`src/rtl/dsp_mem_stage.sv`:
```
// Memory-access pipeline stage: passes ALU results through and runs single-word
// loads/stores on the data-memory req/ack bus, stalling execute while busy.
module dsp_mem_stage #(
    parameter int DATA_W  = 16,
    parameter int ADDR_W  = 16,
    parameter int RD_W    = 4,
    parameter int TIMEOUT = 15
) (
    input  logic              clk,
    input  logic              rst,
    input  logic              ex_valid,
    output logic              ex_ready,
    input  logic [DATA_W-1:0] ex_result,
    input  logic [DATA_W-1:0] ex_store_data,
    input  logic              ex_is_load,
    input  logic              ex_is_store,
    input  logic              ex_write_back_en,
    input  logic [RD_W-1:0]   ex_rd,
    output logic              dmem_req,
    output logic              dmem_we,
    output logic [ADDR_W-1:0] dmem_addr,
    output logic [DATA_W-1:0] dmem_wdata,
    input  logic [DATA_W-1:0] dmem_rdata,
    input  logic              dmem_ack,
    output logic [DATA_W-1:0] mem_out,
    output logic              write_back_en,
    output logic [RD_W-1:0]   wb_rd,
    output logic              mem_err
);
    // state | meaning
    // IDLE  | accepting ops; ALU results retire here with one-cycle latency
    // BUSY  | bus transfer outstanding, dmem_req high, execute stalled

    typedef enum logic {IDLE, BUSY} state_t;

    // Terminal count: the TIMEOUT-th BUSY cycle without ack aborts.
    localparam logic [7:0] TERM_CNT = 8'(TIMEOUT - 1);

    state_t            state, state_d;
    logic [7:0]        cnt, cnt_d;
    logic              is_load_q, is_load_d;
    logic              wb_en_q, wb_en_d;
    logic [RD_W-1:0]   rd_q, rd_d;
    logic              we_d;
    logic [ADDR_W-1:0] addr_d;
    logic [DATA_W-1:0] wdata_d;
    logic [DATA_W-1:0] mem_out_d;
    logic [RD_W-1:0]   wb_rd_d;
    logic              write_back_en_d;
    logic              mem_err_d;

    // Request follows the state so a reset drops it in the same instant.
    assign ex_ready = (state == IDLE);
    assign dmem_req = (state == BUSY);

    always_ff @(posedge clk or posedge rst) begin
        if (rst) begin
            state         <= IDLE;
            cnt           <= '0;
            is_load_q     <= 1'b0;
            wb_en_q       <= 1'b0;
            rd_q          <= '0;
            dmem_we       <= 1'b0;
            dmem_addr     <= '0;
            dmem_wdata    <= '0;
            mem_out       <= '0;
            wb_rd         <= '0;
            write_back_en <= 1'b0;
            mem_err       <= 1'b0;
        end else begin
            state         <= state_d;
            cnt           <= cnt_d;
            is_load_q     <= is_load_d;
            wb_en_q       <= wb_en_d;
            rd_q          <= rd_d;
            dmem_we       <= we_d;
            dmem_addr     <= addr_d;
            dmem_wdata    <= wdata_d;
            mem_out       <= mem_out_d;
            wb_rd         <= wb_rd_d;
            write_back_en <= write_back_en_d;
            mem_err       <= mem_err_d;
        end
    end

    always_comb begin
        state_d         = state;
        cnt_d           = cnt;
        is_load_d       = is_load_q;
        wb_en_d         = wb_en_q;
        rd_d            = rd_q;
        we_d            = dmem_we;
        addr_d          = dmem_addr;
        wdata_d         = dmem_wdata;
        mem_out_d       = mem_out;
        wb_rd_d         = wb_rd;
        write_back_en_d = 1'b0;
        mem_err_d       = 1'b0;
        unique case (state)
            IDLE: begin
                if (ex_valid) begin
                    if (ex_is_load || ex_is_store) begin
                        // Store takes priority when both flags are set.
                        state_d   = BUSY;
                        cnt_d     = '0;
                        we_d      = ex_is_store;
                        is_load_d = !ex_is_store;
                        addr_d    = ex_result[ADDR_W-1:0];
                        wdata_d   = ex_store_data;
                        rd_d      = ex_rd;
                        wb_en_d   = ex_write_back_en;
                    end else begin
                        mem_out_d       = ex_result;
                        wb_rd_d         = ex_rd;
                        write_back_en_d = ex_write_back_en;
                    end
                end
            end
            BUSY: begin
                if (dmem_ack) begin
                    state_d = IDLE;
                    cnt_d   = '0;
                    if (is_load_q) begin
                        mem_out_d       = dmem_rdata;
                        wb_rd_d         = rd_q;
                        write_back_en_d = wb_en_q;
                    end
                end else if (cnt == TERM_CNT) begin
                    state_d   = IDLE;
                    cnt_d     = '0;
                    mem_err_d = 1'b1;
                end else begin
                    cnt_d = cnt + 8'd1;
                end
            end
            default: state_d = IDLE;
        endcase
    end
endmodule
```
`config.mk`:
```
export PLATFORM = sky130hd
export DESIGN_NAME = dsp_mem_stage
export DESIGN_NICKNAME = d
export VERILOG_FILES = /design/src/rtl/dsp_mem_stage.sv
export SDC_FILE = /design/constraint.sdc
export NUM_CORES = 1
export LEC_CHECK = 0
export BUFFER_PORTS_ARGS = -buffer_cell sky130_fd_sc_hd__buf_2
export CAP_MARGIN = 40
export CORE_UTILIZATION = 40
export CTS_CLUSTER_SIZE = 20
export DETAILED_ROUTE_END_ITERATION = 16
export PLACE_DENSITY = 0.8
export SETUP_SLACK_MARGIN = 0.5
export SYNTH_ARGS = -nofsm -noshare
export SYNTH_HDL_FRONTEND = slang
export SYNTH_SLANG_ARGS = --single-unit
```
`constraint.sdc`:
```
create_clock -name clk -period 1.85 [get_ports clk]
set_clock_uncertainty 0.2 [all_clocks]
set_input_delay 0 -clock clk [delete_from_list [all_inputs] [get_ports clk]]
set_output_delay 0 -clock clk [all_outputs]
set_load 0.02 [all_outputs]
```
==> results of run 1 <==
[sequential cells by signal, summed over array words and instances (netlist names)]
signal / cells
write_back_en: 1
dmem_wdata: 16
mem_out: 16
wb_en_q: 1
dmem_req: 1
cnt: 8
mem_err: 1
wb_rd: 4
is_load_q: 1
dmem_addr: 16
rd_q: 4
dmem_we: 1
[worst min-delay path by stage]
stage / startpoint / to / slack (ps)
global placement: rst / dmem_wdata[1] / -90
finish: rst / dmem_addr[8] / 80
floorplan: ex_is_store / is_load_q / -110
detailed placement: rst / dmem_wdata[6] / -90
CTS: ex_result[9] / dmem_addr[9] / -290
global route: rst / dmem_wdata[6] / 110
[synth_stat cells (2+ instances only)]
| master | count | area share (%) |
|---|---|---|
| nand3_1 | 8 | 1.3 |
| buf_2 | 4 | 0.65 |
| nand4_1 | 2 | 0.41 |
| nand2_1 | 29 | 3.6 |
| nor2_1 | 3 | 0.37 |
| o21ai_0 | 26 | 4.2 |
| mux2i_1 | 20 | 6.5 |
| buf_6 | 2 | 0.73 |
| clkbuf_1 | 2 | 0.24 |
| a21oi_1 | 3 | 0.49 |
| mux2_2 | 18 | 6.6 |
| nand2b_1 | 2 | 0.41 |
| inv_1 | 3 | 0.37 |
| mux2_4 | 19 | 9.3 |
| buf_12 | 2 | 1.3 |
| nor2b_4 | 2 | 0.90 |
| ha_1 | 2 | 0.82 |
| or3_1 | 2 | 0.41 |
| dfrtp_1 | 70 | 57 |
[layer usage]
metal  GRT usage, %  vias to the layer above
li1               -                     1236
met1          23.89                     1324
met2          38.43                       89
met3          6.187                       21
met4          8.369                        0
met5              0                        -
[repair_timing]
| item | 4_1_cts | 5_1_grt |
|---|---|---|
| hold buffers | 58 | 1 |
| resized for setup | 17 | 26 |
| setup buffers | 13 | 7 |
| pin swaps | 2 | 5 |
| cloned | 0 | 8 |
| setup endpoints to repair | 69 | 69 |
| hold endpoints to repair | 137 | 2 |
[tightest hold or removal path, delay by kind of cell]
kind	cells	cell delay, ps
buffers and inverters	4	1020
[placed cells by master (no fill, tap or decap), drive strengths merged]
cell type,count
nor3,1
dfrtp,70
o22ai,1
nand3,8
ha,2
xor2,1
inv,2
o21ai,27
mux2,37
and4,1
nand4b,1
nand2,29
nand4,2
and2b,1
nor2,3
bufinv,2
clkinv,3
nor3b,1
dlygate4sd3,59
buf,147
nor2b,2
or3,3
xnor2,1
a21o,1
clkinvlp,2
a32oi,1
o21a,1
a21oi,3
nand2b,2
clkbuf,15
a22o,1
mux2i,20
[through the flow]
stage	area, sq um	total power, mW	worst slack (ps)
final	5026	5.492	138.7
after global routing	5026	5.768	122.9
after CTS	4727	5.297	190.5
after detailed placement	3774	3.788	165.3
after global placement	3774	3.742	218.8
after floorplan	3074	3.211	30.74
[cell type report]
cell class                      count  area share [%]
Clock buffer                       10           2.539
Clock inverter                      6           1.718
Inverter                            3          0.2987
Multi-Input combinational cell    150           25.34
Sequential cell                    70           34.88
Tap cell                           99           2.465
Timing Repair Buffer              211           32.76
[power groups by stage]
stage	registers, mW	clock network, mW	logic, mW
detailed placement	2.16	0	1.63
floorplan	2.60	0	0.615
global placement	2.14	0	1.60
global route	2.19	1.44	2.14
CTS	2.13	1.36	1.80
finish	2.15	1.36	1.99
[cells by family (layout without fill, tap and decap cells)]
logic type	count (synthesis)	in the layout	share of synthesized area [%]
compound gates	35	35	6.531
xor+xnor	2	2	0.5715
fa+ha+maj	2	2	0.8162
buf+inv	14	230	3.551
flops	70	70	57.14
mux	57	57	22.45
simple gates	54	54	8.939
==> impl_metrics.env, run 1 <==
export IMPL_final_util_pct=68.56
export IMPL_status="finished, final reports clean"
export IMPL_path_clk_slew_ps=80
export IMPL_r2r_start="dmem_req"
export IMPL_yosys_warnings=0
export IMPL_async_flop_share_pct=100.0
export IMPL_sw_frac_of_total_pct=34.36
export IMPL_setup_viol=0
export IMPL_ys_types=34
export IMPL_num_rows=31
export IMPL_core_sq_um=7331
export IMPL_crit_chain="nor2b_4 > nor2b_4 > clkbuf_16 > mux2_2"
export IMPL_clockPowerShare_pct=24.7
export IMPL_rsz0062_at_grt="true"
export IMPL_synth_area_per_cell_sq_um=13.10
export IMPL_gp_congestion=0.7635
export IMPL_slew_headroom_pct=62.32
export IMPL_total_leakage_power_nw=2.475
export IMPL_hold_viol=0
export IMPL_grt_pass1_vias=2698
export IMPL_cts_root_buf="clkbuf_8"
export IMPL_min_period_over_period_pct=92.50
export IMPL_grt_overflow=0
export IMPL_cp_data_required_time_ps=1890
export IMPL_ios=116
export IMPL_power_switching_mw=1.887
export IMPL_r2r_cells=4
export IMPL_cp_depth=4
export IMPL_setup_tns_ps=0
export IMPL_cp_slowest_cell="dfrtp_2"
export IMPL_drc_errors=0
export IMPL_vias=2670
export IMPL_grt_max_degree=45
export IMPL_wl_met1_um=3729
export IMPL_startpoint="dmem_req"
export IMPL_drt_wl_total_um=9177
export IMPL_synth_area_sq_um=3065
export IMPL_sequentialPowerShare_pct=39.1
export IMPL_hold_path_class="input pin to async pin"
export IMPL_dp_hpwl_um=4591
export IMPL_port_buffers=115
export IMPL_instances_no_fill=549
export IMPL_synth_edff_count=0
export IMPL_yosysSeqAreaShare_pct=57.14
export IMPL_power_frac_comb_pct=36.2
export IMPL_worst_setup_path_end_kind="flip-flop"
export IMPL_maxCapViolCount=0
export IMPL_cts_sinks=70
export IMPL_period_minus_slack_ps=1711
export IMPL_clock_fmax_mhz=584.3
export IMPL_h_tree_depth=3
export IMPL_cts_tree="built"
export IMPL_syn_num_nets=295
export IMPL_power_density_nw_per_um2=1093
export IMPL_critPathMaxStageDelay_ps=440
export IMPL_r2r_end="dmem_addr[15]"
export IMPL_drt_iter0_drc=107
export IMPL_drive_above_1_share_pct=48.89
export IMPL_ir_worst_vdd_uv=602.9
export IMPL_die_w_um=89.54
export IMPL_wl_met2_um=4853
export IMPL_critPathTopFamily="flip-flops"
export IMPL_cts_buffers=9
export IMPL_crit_path_frequent_cell="nor2b_4"
export IMPL_dp_cells=446
export IMPL_postSynthCellCount=234
export IMPL_vias_per_cell=4.863
export IMPL_n_antenna_cell=0
export IMPL_critical_path_class="flip-flop to flip-flop"
export IMPL_clk_path_buf_depth=2
export IMPL_die_h_um=89.54
export IMPL_nFillCells=504
export IMPL_internal_power_mw=3.605
export IMPL_antenna_found_initial=0
export IMPL_start_kind="flip-flop"
export IMPL_grt_use_total_pct=21.42
export IMPL_final_antenna_net_count=0
export IMPL_nets=506
export IMPL_synth_flop_cell="dfrtp_1"
export IMPL_arrival_ps=1750
export IMPL_seq_area_sq_um=1753
export IMPL_finalMaxSlewViolations=0
export IMPL_r2r_slack_ps=140
export IMPL_multi_input_comb_area_sq_um=1274
export IMPL_cp_endpoint="dmem_addr[15]"
export IMPL_tightest_slew_ps=565.2
export IMPL_clk_latency_ps=350
export IMPL_path_buf_inv=1
export IMPL_dr_pass1_iters=4
export IMPL_dieArea_sq_um=8017
export IMPL_synth_seq_cells=70
export IMPL_start_util_pct=41.82
export IMPL_critical_path_max_fanout=16
export IMPL_holdWs_ps=81.46
export IMPL_dr_max_layer_used="met4"
export IMPL_grt_pass1_wl_um=12570
export IMPL_areaGrowthSynthToFinish_pct=63.96
export IMPL_dr_wl_met3_um=415
export IMPL_post_drt_wl_per_cell_um=16.72
(Power assumes the default switching activity.)
==> run 2, diff against run 1 <==
--- a/config.mk
+++ b/config.mk
@@ -10,7 +10,8 @@
 export CORE_UTILIZATION = 40
 export CTS_CLUSTER_SIZE = 20
 export DETAILED_ROUTE_END_ITERATION = 16
-export PLACE_DENSITY = 0.8
+export GPL_ROUTABILITY_DRIVEN = 0
+export PLACE_DENSITY = 0.7
 export SETUP_SLACK_MARGIN = 0.5
 export SYNTH_ARGS = -nofsm -noshare
 export SYNTH_HDL_FRONTEND = slang
==> constraint.sdc (replaced) <==
create_clock -name clk -period 1.85 [get_ports clk]
set_clock_uncertainty 0.2 [all_clocks]
set_input_delay 0 -clock clk [delete_from_list [all_inputs] [get_ports clk]]
set_output_delay 0 -clock clk [all_outputs]
set_load 0.005 [all_outputs]
==> run 2 against run 1 <==
  * Via count is 2.1% higher
  * Utilization is 3.7 points higher
  * Clock power is 12% higher
  * Die area unchanged
  * Critical path depth up 1
  * Largest cell class unchanged
  * First-iteration DRC count increased by 64%
  * Wire length up 3.5%
  * Worst hold slack better by 49 ps
  * Largest power group unchanged
  * Critical path type unchanged
  * Cell count unchanged
  * Global-route usage is 0.20 points lower
==> impl_metrics.env, run 2 (synthesis gave the netlist of run 1 again) <==
export IMPL_power_frac_comb_pct=32.2
export IMPL_core_sq_um=7331
export IMPL_top_regs="dmem_addr (16), dmem_wdata (16), mem_out (16)"
export IMPL_clock_fmax_mhz=591.6
export IMPL_total_leakage_power_nw=2.608
export IMPL_setup_tns_ps=0
export IMPL_hold_path_class="input pin to async pin"
export IMPL_startpoint="dmem_req"
export IMPL_min_period_over_period_pct=91.37
export IMPL_critPathMaxStageDelay_ps=430
export IMPL_cp_slowest_cell="dfrtp_1"
export IMPL_power_density_nw_per_um2=1036
export IMPL_post_drt_wl_per_cell_um=17.30
export IMPL_drt_iter0_drc=176
export IMPL_dp_hpwl_um=4552
export IMPL_start_kind="flip-flop"
export IMPL_grt_max_degree=39
export IMPL_hold_viol=0
export IMPL_finalInstanceArea_sq_um=5298
export IMPL_setup_viol=0
export IMPL_drt_wl_total_um=9499
export IMPL_final_antenna_net_count=0
export IMPL_critical_path_class="flip-flop to flip-flop"
export IMPL_nets=506
export IMPL_holdWs_ps=130.7
export IMPL_finalMaxSlewViolations=0
export IMPL_start_util_pct=41.82
export IMPL_clk_latency_ps=330
export IMPL_n_antenna_cell=0
export IMPL_drc_errors=0
export IMPL_ir_worst_vdd_uv=629.9
export IMPL_arrival_ps=1710
export IMPL_path_clk_slew_ps=90
export IMPL_h_tree_depth=3
export IMPL_sequentialPowerShare_pct=40.0
export IMPL_dr_pass1_iters=4
export IMPL_dieArea_sq_um=8017
export IMPL_multi_input_comb_area_sq_um=1441
export IMPL_path_buf_inv=2
export IMPL_ios=116
export IMPL_num_rows=31
export IMPL_final_cell_mix="115 x buf_2, 68 x dfrtp_1, 59 x dlygate4sd3_1"
export IMPL_tightest_slew_ps=527.7
export IMPL_vias_per_cell=4.964
export IMPL_drive_above_1_share_pct=54.89
export IMPL_mostFrequentLayoutCell="buf_2"
export IMPL_maxCapViolCount=0
export IMPL_seq_area_sq_um=1754
export IMPL_dpl_cell_area_sq_um=3791
export IMPL_cts_buffers=9
export IMPL_critical_path_max_fanout=7
export IMPL_clockPowerShare_pct=27.8
export IMPL_areaGrowthSynthToFinish_pct=72.82
export IMPL_grt_pass1_vias=2652
export IMPL_die_h_um=89.54
export IMPL_antenna_found_initial=0
export IMPL_grt_pass1_wl_um=12550
export IMPL_period_minus_slack_ps=1690
export IMPL_die_w_um=89.54
export IMPL_power_switching_mw=1.577
export IMPL_r2r_start="dmem_req"
export IMPL_grt_use_total_pct=21.22
export IMPL_slew_headroom_pct=64.69
export IMPL_port_buffers=115
export IMPL_vias=2725
export IMPL_worst_setup_path_end_kind="flip-flop"
export IMPL_status="finished, final reports clean"
export IMPL_cp_data_required_time_ps=1870
export IMPL_internal_power_mw=3.913
export IMPL_sw_frac_of_total_pct=28.73
export IMPL_critPathTopFamily="flip-flops"
export IMPL_cts_sinks=70
export IMPL_rsz0062_at_grt="true"
export IMPL_clk_path_buf_depth=2
export IMPL_crit_chain="nor2b_4 > nor2b_4 > buf_12 > buf_12 > mux2_4"
export IMPL_cts_root_buf="clkbuf_8"
export IMPL_grt_overflow=0
export IMPL_nFillCells=468
export IMPL_cts_tree="built"
-- run 2: changes by cell type in the layout (fill, tap and decap cells not counted), moves of 4 or more --
cell | before | now
mux2_4 | 20 | 36
nand2_1 | 29 | 18
o21ai_0 | 9 | 2
o21ai_2 | 3 | 12
mux2_2 | 17 | 1
nand2_2 | 0 | 8
buf_16 | 0 | 4
-- run 2: power by group through the flow --
stage / sequential [mW] / combinational, mW / clock (mW)
after floorplan: 2.18 / 0.613 / 0
after global placement: 2.15 / 1.18 / 0
after detailed placement: 2.16 / 1.21 / 0
after CTS: 2.14 / 1.49 / 1.53
after global routing: 2.24 / 1.91 / 1.62
final: 2.20 / 1.77 / 1.53
-- run 2: area by class of cell --
cell class | count | share of cell area (%)
inverter | 3 | 0.2834
sequential | 70 | 33.11
clock buffer | 10 | 2.598
tap | 99 | 2.338
clock inverter | 6 | 2.055
timing repair buffer | 211 | 32.40
multi-input combinational | 150 | 27.21
-- run 2: per-layer routing --
metal  routed length, um  part of all wire [%]  GRT usage, %
met1                4069                    43         26.98
met2                4870                    51         35.47
met3                 388                   4.1         4.247
met4                 170                   1.8         8.658
met5                   0                     0             0
-- run 2: path summary, 6_finish.rpt --
kind	to	slack, ps	cells after the start
min	dmem_addr[3]	130	4
max	dmem_addr[13]	160	5
min reg2reg	mem_out[1]	290	2
max reg2reg	dmem_addr[13]	160	5
min in group clk	dmem_req	150	5
max in group asynchronous	cnt[4]	920	4
-- run 2: worst register-to-register path: cells and delay by family, from the launching register on --
kind	cells	cell delay, ps
buf+inv	2	300
flops	1	430
mux	1	310
simple gates	2	350
-- run 2: repair_timing --
action                                 CTS  global route
gates resized for setup                 29            65
pin swaps                                2            13
gates cloned                             4             6
setup endpoints to repair               69            69
hold buffers                            59             0
endpoints found under the hold margin  138             0
setup buffers                           12             5
-- run 2: stage by stage --
step / setup WS (ps) / util (%) / power [mW] / std cells
floorplan: 96.86 / - / 2.793 / 234
global placement: 248.6 / 51.72 / 3.324 / 447
detailed placement: 194.3 / 51.72 / 3.367 / 447
CTS: 193.9 / 67.52 / 5.165 / 538
global route: 121.1 / 72.26 / 5.768 / 549
finish: 159.7 / 72.26 / 5.491 / 549
==> run 3, diff against run 2 <==
--- a/config.mk
+++ b/config.mk
@@ -12,7 +12,7 @@
 export DETAILED_ROUTE_END_ITERATION = 16
 export GPL_ROUTABILITY_DRIVEN = 0
 export PLACE_DENSITY = 0.7
-export SETUP_SLACK_MARGIN = 0.5
+export SETUP_SLACK_MARGIN = 0.15
 export SYNTH_ARGS = -nofsm -noshare
 export SYNTH_HDL_FRONTEND = slang
 export SYNTH_SLANG_ARGS = --single-unit
==> run 3 against run 2 <==
  * Critical path depth is the same
  * Non-clock buffer count shrank 17
  * Worst hold slack lost 27 ps
  * Worst setup slack gained 2.7 ps
  * Fmax grew 0.16%
  * Clock-buffer cell count shrank 1
  * Utilization shrank 8.0 points
  * Largest cell class unchanged
==> impl_metrics.env, run 3 (synthesis gave the netlist of run 1 again) <==
export IMPL_cts_sinks=70
export IMPL_nets=489
export IMPL_drive_above_1_share_pct=45.73
export IMPL_hold_viol=0
export IMPL_final_antenna_net_count=0
export IMPL_num_rows=31
export IMPL_core_sq_um=7331
export IMPL_grt_pass1_wl_um=11050
export IMPL_slew_headroom_pct=69.13
export IMPL_min_period_over_period_pct=91.22
export IMPL_final_cell_mix="115 x buf_2, 69 x dfrtp_1, 58 x dlygate4sd3_1"
export IMPL_ios=116
export IMPL_cts_tree="built"
export IMPL_clk_latency_ps=340
export IMPL_dieArea_sq_um=8017
export IMPL_power_density_nw_per_um2=974.8
export IMPL_clk_path_buf_depth=2
export IMPL_setup_viol=0
export IMPL_drc_errors=0
export IMPL_hold_path_class="input pin to async pin"
export IMPL_maxCapViolCount=0
export IMPL_cp_data_required_time_ps=1870
export IMPL_worst_setup_path_end_kind="flip-flop"
export IMPL_r2r_start="dmem_req"
export IMPL_total_leakage_power_nw=2.316
export IMPL_vias=2483
export IMPL_r2r_end="dmem_wdata[4]"
export IMPL_nFillCells=567
export IMPL_die_w_um=89.54
export IMPL_top_regs="dmem_addr (16), dmem_wdata (16), mem_out (16)"
export IMPL_critical_path_max_fanout=5
export IMPL_cts_buffers=9
export IMPL_final_util_pct=64.26
export IMPL_rsz0062_at_grt="true"
export IMPL_cts_root_buf="clkbuf_8"
export IMPL_r2r_cells=5
export IMPL_tightest_slew_ps=461.3
export IMPL_grt_pass1_vias=2426
export IMPL_multi_input_comb_area_sq_um=1225
export IMPL_h_tree_depth=3
export IMPL_die_h_um=89.54
export IMPL_port_buffers=115
export IMPL_period_minus_slack_ps=1688
export IMPL_r2r_slack_ps=160
export IMPL_ir_worst_vdd_uv=555.3
export IMPL_arrival_ps=1710
export IMPL_seq_area_sq_um=1753
export IMPL_setup_tns_ps=0
export IMPL_post_drt_wl_per_cell_um=14.19
export IMPL_clock_fmax_mhz=592.6
export IMPL_dr_pass1_iters=6
export IMPL_grt_max_degree=71
export IMPL_status="finished, final reports clean"
export IMPL_antenna_found_initial=0
export IMPL_vias_per_cell=4.667
export IMPL_drt_wl_total_um=7548
export IMPL_start_kind="flip-flop"
export IMPL_dp_hpwl_um=4561
export IMPL_start_util_pct=41.82
export IMPL_finalMaxSlewViolations=0
export IMPL_drt_iter0_drc=48
export IMPL_n_antenna_cell=0
export IMPL_areaGrowthSynthToFinish_pct=53.67
export IMPL_grt_overflow=0
export IMPL_path_clk_slew_ps=80
export IMPL_grt_use_total_pct=18.62
export IMPL_mostFrequentLayoutCell="buf_2"
export IMPL_critical_path_class="flip-flop to flip-flop"
==> run 3: cell count changes in the layout (fill, tap and decap cells not counted), sizes merged <==
cell / change
buf: -14
bufinv: -3
clkbuf: -3
clkinvlp: +3
dlygate4sd3: -1
inv: +1
==> run 3: worst max-delay path, cell delays in order (launching register included) <==
cell and delay (ps):
dfrtp_2 430, nor2b_4 110, nor2b_4 220, buf_4 150, clkbuf_16 140, mux2_2 320
==> run 3: power breakdown <==
group	internal (mW)	switching, mW
Sequential	1.92	0.211
Clock	0.487	0.588
Combinational	0.813	0.569
Total	3.22	1.37
==> run 3: layout make-up <==
class | count | area share, %
Inverter | 3 | 0.3187
Clock buffer | 9 | 2.629
Timing Repair Buffer | 194 | 30.15
Clock inverter | 7 | 1.062
Tap cell | 99 | 2.629
Sequential cell | 70 | 37.21
Multi-Input combinational cell | 150 | 26.00
==> run 3: repair_timing <==
action	CTS	global route
hold buffers	58	0
resized for setup	0	5
setup buffers	0	8
setup endpoints to repair	0	13
hold endpoints to repair	132	0
==> run 3: layer usage <==
layer / share of wire (%) / vias to the layer above / track usage, %
li1: - / 1210 / -
met1: 43 / 1192 / 22.24
met2: 52 / 67 / 31.89
met3: 3.8 / 14 / 3.970
met4: 1.9 / 0 / 9.091
met5: 0 / - / 0
==> run 3: per-stage QoR <==
stage | total power, mW | hold WS, ps | instance area, sq um | std cells | worst slack, ps
after detailed placement | 3.373 | -68.87 | 3796 | 446 | 196.0
after global placement | 3.334 | -64.70 | 3796 | 446 | 238.9
final | 4.592 | 103.6 | 4711 | 532 | 162.4
after floorplan | 2.790 | -114.3 | 3069 | 234 | 96.86
after CTS | 4.568 | 101.6 | 4551 | 520 | 182.1
after global routing | 4.891 | 126.0 | 4711 | 532 | 111.6
==> run 3: worst max path at each step <==
stage / startpoint / cells past startpoint / slack [ps] / endpoint
4_1_cts: cnt[5] / 4 / 180 / cnt[2]
3_5_place_dp: cnt[5] / 4 / 200 / cnt[2]
2_1_floorplan: dmem_req / 6 / 100 / dmem_addr[0]
5_1_grt: dmem_req / 5 / 110 / dmem_wdata[7]
3_3_place_gp: cnt[5] / 4 / 240 / cnt[2]
6_report: dmem_req / 5 / 160 / dmem_wdata[4]
